## src/rtl/count_uart_tx.sv

```systemverilog
// Reports every new value of the free-running counter over a TX-only 8N1 UART
// as two uppercase hex digits followed by CR LF; changes seen mid-frame are counted.
module count_uart_tx #(
   parameter int CLKS_PER_BIT = 434
) (
   input  logic       clk,
   input  logic       rst,
   input  logic [7:0] count,
   output logic       tx,
   output logic       busy,
   output logic [7:0] last_sent,
   output logic [7:0] skip_cnt
);

   typedef enum logic [1:0] {
      IDLE,
      START,
      DATA,
      STOP
   } state_t;

   localparam logic [15:0] BIT_LAST = 16'(CLKS_PER_BIT - 1);

   state_t      state_q, state_d;
   logic [15:0] bit_cnt_q, bit_cnt_d;
   logic [2:0]  bit_idx_q, bit_idx_d;
   logic [1:0]  char_idx_q, char_idx_d;
   logic [7:0]  snap_q, snap_d;
   logic [7:0]  last_sent_q, last_sent_d;
   logic [7:0]  skip_q, skip_d;
   logic [7:0]  prev_q, prev_d;
   logic        tx_q, tx_d;
   logic        busy_q, busy_d;

   logic [7:0]  cur_char;
   logic [2:0]  nxt_idx;
   logic        bit_done;

   function automatic logic [7:0] hex_ascii(input logic [3:0] nib);
      if (nib < 4'd10) begin
         return 8'h30 + {4'd0, nib};
      end
      return 8'h37 + {4'd0, nib};
   endfunction

   function automatic logic [7:0] frame_char(input logic [1:0] idx, input logic [7:0] val);
      case (idx)
         2'd0:    return hex_ascii(val[7:4]);
         2'd1:    return hex_ascii(val[3:0]);
         2'd2:    return 8'h0D;
         default: return 8'h0A;
      endcase
   endfunction

   function automatic logic [7:0] sat_inc(input logic [7:0] val);
      if (val == 8'hFF) begin
         return val;
      end
      return val + 8'd1;
   endfunction

   always_comb begin
      state_d     = state_q;
      bit_cnt_d   = bit_cnt_q;
      bit_idx_d   = bit_idx_q;
      char_idx_d  = char_idx_q;
      snap_d      = snap_q;
      last_sent_d = last_sent_q;
      skip_d      = skip_q;
      prev_d      = count;
      tx_d        = tx_q;
      busy_d      = busy_q;

      cur_char = frame_char(char_idx_q, snap_q);
      nxt_idx  = bit_idx_q + 3'd1;
      bit_done = (bit_cnt_q == BIT_LAST);

      // busy_q is still low on the edge that leaves IDLE, so that change is not a skip
      if (busy_q && (count != prev_q)) begin
         skip_d = sat_inc(skip_q);
      end

      case (state_q)
         IDLE: begin
            tx_d       = 1'b1;
            busy_d     = 1'b0;
            bit_cnt_d  = '0;
            bit_idx_d  = '0;
            char_idx_d = '0;
            if (count != last_sent_q) begin
               state_d     = START;
               snap_d      = count;
               last_sent_d = count;
               busy_d      = 1'b1;
               tx_d        = 1'b0;
            end
         end

         START: begin
            if (bit_done) begin
               bit_cnt_d = '0;
               bit_idx_d = '0;
               state_d   = DATA;
               tx_d      = cur_char[0];
            end else begin
               bit_cnt_d = bit_cnt_q + 16'd1;
            end
         end

         DATA: begin
            if (bit_done) begin
               bit_cnt_d = '0;
               if (bit_idx_q == 3'd7) begin
                  state_d = STOP;
                  tx_d    = 1'b1;
               end else begin
                  bit_idx_d = nxt_idx;
                  tx_d      = cur_char[nxt_idx];
               end
            end else begin
               bit_cnt_d = bit_cnt_q + 16'd1;
            end
         end

         STOP: begin
            if (bit_done) begin
               bit_cnt_d = '0;
               if (char_idx_q == 2'd3) begin
                  state_d = IDLE;
                  tx_d    = 1'b1;
                  busy_d  = 1'b0;
               end else begin
                  // next start bit follows the stop bit with no idle gap
                  char_idx_d = char_idx_q + 2'd1;
                  state_d    = START;
                  tx_d       = 1'b0;
               end
            end else begin
               bit_cnt_d = bit_cnt_q + 16'd1;
            end
         end

         default: begin
            state_d = IDLE;
            tx_d    = 1'b1;
            busy_d  = 1'b0;
         end
      endcase
   end

   always_ff @(posedge clk or negedge rst) begin
      if (!rst) begin
         state_q     <= IDLE;
         bit_cnt_q   <= '0;
         bit_idx_q   <= '0;
         char_idx_q  <= '0;
         snap_q      <= '0;
         last_sent_q <= '0;
         skip_q      <= '0;
         prev_q      <= '0;
         tx_q        <= 1'b1;
         busy_q      <= 1'b0;
      end else begin
         state_q     <= state_d;
         bit_cnt_q   <= bit_cnt_d;
         bit_idx_q   <= bit_idx_d;
         char_idx_q  <= char_idx_d;
         snap_q      <= snap_d;
         last_sent_q <= last_sent_d;
         skip_q      <= skip_d;
         prev_q      <= prev_d;
         tx_q        <= tx_d;
         busy_q      <= busy_d;
      end
   end

   assign tx        = tx_q;
   assign busy      = busy_q;
   assign last_sent = last_sent_q;
   assign skip_cnt  = skip_q;

endmodule

```

## config.mk

```make
export PLATFORM = sky130hd
export DESIGN_NAME = count_uart_tx
export DESIGN_NICKNAME = d
export VERILOG_FILES = /design/src/rtl/count_uart_tx.sv
export SDC_FILE = /design/constraint.sdc
export NUM_CORES = 1
export LEC_CHECK = 0
export ABC_CLOCK_PERIOD_IN_PS = 2450
export CAP_MARGIN = 10
export CELL_PAD_IN_SITES_DETAIL_PLACEMENT = 0
export CELL_PAD_IN_SITES_GLOBAL_PLACEMENT = 1
export CORE_ASPECT_RATIO = 0.6
export CORE_UTILIZATION = 45
export CTS_CLUSTER_DIAMETER = 40
export DETAILED_ROUTE_END_ITERATION = 16
export PLACE_DENSITY_LB_ADDON = 0.25
export SLEW_MARGIN = 20
export SYNTH_ARGS = -nofsm -noshare
export SYNTH_HDL_FRONTEND = slang
export SYNTH_SLANG_ARGS = --single-unit
```

## constraint.sdc

```tcl
create_clock -name clk -period 2.45 [get_ports clk]
set_clock_uncertainty 0.15 [all_clocks]
set_input_delay 0.245 -clock clk [delete_from_list [all_inputs] [get_ports clk]]
set_output_delay 0.245 -clock clk [all_outputs]
set_load 0.03 [all_outputs]
```

==> summary.txt <==
Layout
  • ANT cells: 0
  • Design Area, Final: 3302 um^2
  • Layout area overhead: 17.39%
  • Leading cell type in the layout, fill and taps excluded: dfrtp_1
  • Commonest non-fill, non-tap cells in the layout: 48 x dfrtp_1, 27 x xor2_1, 26 x clkdlybuf4s50_1
  • Layout cells sized above 1: 12.46%
  • Fillers: 517
  • Fin nets: 330

Clock tree
  • Clk_lat worst skew: 0.30 ns
  • TritonCTS buffer count: 5
  • CTS tree: yes
  • Clk sinks: 49
  • Max Buffers Root-to-Sink: 2
  • Depth of the CTS H-tree: 2
  • Setup bufs post-CTS: 0
  • Cell chosen for the clock root: clkbuf_8
  • Worst-path clk slew: 0.09 ns

Status
  • Status: finished, final reports clean

Drt
  • Met3 Routed Length: 352 um
  • Vias/cell: 5.257
  • WL final: 6066 um
  • DR top layer: met4
  • Final routed DRC violation total: 0
  • First DRT Iteration DRCs: 133
  • WL/cell: 15.76 um
  • DRT met1 WL: 3550 um
  • DRT antenna net count: 0
  • DR vias: 2024
  • Drt pass-1 iters: 4
  • Metal2 WL: 2127 um

STA
  • Max-slew violations: 0
  • Tmin final: 2.206 ns
  • Final critical-path share of the clock period: 90.04%
  • Final hold violation count: 0
  • Worst-margin pin slew: 0.6760 ns
  • Setup TNS Final: 0 ns
  • Setup violators final: 0
  • RSZ-0062 raised after global routing: false
  • Highest Clock Rate: 453.3 MHz
  • Slew HR: 54.93%

Placed design
  • Count of input and output buffers: 27
  • Hpwl dp: 4594 um
  • Cell area after placement: 3196 um^2
  • Placer congestion estimate: 0.8548

Die
  • FP Rows: 21
  • Initial Util: 48.44%
  • Core ar.: 5807 um^2
  • Die Height: 63.24 um
  • Die area: 6581 um^2
  • I/O pin total: 28
  • Die X-Extent: 104.1 um

Logic synthesis
  • Async SR Flop Fraction: 100.0%
  • Ys flop type: dfrtp_1
  • Yosys top cell area share: 42.70%
  • EDFF count, synth: 0
  • Post-synthesis sequential element count: 49
  • Area contributors post-synth: dfrtp_1 43%, xor2_1 8.4%, ha_1 7.1%
  • Sequential-to-total area share from yosys stat: 43.64%
  • Net Count, Synth: 294
  • Yosys warns: 0
  • Cell area after synthesis: 2813 um^2
  • Syn avg cell area: 10.50 um^2
  • Gate Count Post-Synth: 268
  • Post-synth top area cell: dfrtp_1
  • Synth cell types: 53

Critical path
  • Worst-path maximum fanout: 7
  • Startpoint types: register
  • Crit path DAT: 2.29 ns
  • Kind of critical path: reg2reg
  • Worst EP required: 2.53 ns
  • Setup crit end kind: register

Pwr
  • Pwr Density: 566.2 nW/um^2
  • P_leak: 1.467 nW
  • Peak supply drop: 0.4025 mV
  • Total Power: 0.001870 W

Global routing
  • Vias in the first global route: 1922
  • Largest net degree at the start of global routing: 30
  • Initial antenna violation count: 0
  • First-pass GRT wire length: 10370 um
  • Total track usage: 20.37%
  • Aggregate global routing overflow: 0

Worst hold path
  • Hold Path Class: in2reg

Flow run
  • Maxcap violations: 0
through the flow:
stage	worst slack, ns	hold slack, ns	utilization [%]	std cells
final	0.2440	0.3490	56.86	385
after global placement	0.2083	0.1670	55.03	376
after floorplan	0.4154	-0.2006	-	268
after CTS	0.2657	0.3461	56.86	385
after global routing	0.05428	0.3500	56.86	385
after detailed placement	0.1768	0.1680	55.03	376
timing repair:
action,in CTS,in global routing
hold buffers,1,0
endpoints found under the setup margin,0,0
endpoints found under the hold margin,26,0
gates resized for setup,0,0
report_power, final:
group	total (W)	internal, W	switching [W]
Clock	0.000501	0.000229	0.000272
Combinational	0.000402	0.000182	0.000220
Sequential	0.000966	0.000877	0.0000890
per-layer routing:
metal  GRT usage (%)  up-vias
met5               0        -
met4           3.750        0
met3           4.555        6
met2           24.42       46
met1           35.05      967
li1                -     1005
cells by family after synthesis:
kind of cell | Yosys count | share of synthesized area, %
and+or+nand+nor | 84 | 17.13
DFF | 49 | 43.64
xor gates and xnor gates | 38 | 11.83
muxes | 13 | 5.160
buffers and inverters | 21 | 3.381
AOI/OAI and AO/OA | 47 | 11.74
adders and majority gates | 16 | 7.117
cell usage after synthesis (all sizes together), types with 3 or more instances:
master	n
a21boi	3
a21o	3
o21ai	12
or3	3
nor2b	5
nand3	7
a31oi	4
inv	14
o211ai	3
buf	6
dfrtp	48
a21oi	9
xor2	27
mux2	12
xnor2	11
nand4	8
and3	3
ha	16
a22o	4
nor4	5
nand2	17
nor2	23
final timing paths:
kind / start / endpoint / slack (ns) / cells past startpoint
max in group asynchronous: rst / bit_cnt_q[10] / 1.17 / 3
min reg2reg: skip_cnt[6] / skip_cnt[6] / 0.37 / 1
min: count[7] / prev_q[7] / 0.35 / 1
max: char_idx_q[0] / tx / 0.24 / 8
max reg2reg: char_idx_q[0] / tx / 0.24 / 8
min in group asynchronous: rst / skip_cnt[0] / 0.36 / 2
sequential cells by signal, indices dropped and copies added (netlist names):
| signal | flops |
|---|---|
| busy | 1 |
| last_sent | 8 |
| prev_q | 8 |
| skip_cnt | 8 |
| tx | 1 |
| bit_cnt_q | 16 |
| state_q | 2 |
| bit_idx_q | 3 |
| char_idx_q | 2 |
layout make-up:
cell class | instances | area [um^2] | share of cell area (%)
multi-input cells | 198 | 1490 | 45.13
flip-flops and latches | 49 | 1227 | 37.17
repair buffers | 36 | 335.3 | 10.16
well taps | 80 | 100.1 | 3.031
clock buffers | 6 | 82.58 | 2.501
inverters | 14 | 52.55 | 1.592
clock inverters | 2 | 13.76 | 0.4168
worst max-delay path, cell delays in order (launching register included):
cell	delay (ns)
dfrtp_1	0.43
inv_1	0.13
ha_1	0.35
nor4b_1	0.27
nand2_1	0.13
o211ai_1	0.13
a21oi_1	0.08
or3_1	0.31
a21oi_1	0.14
Power figures use the tool's default switching activity.
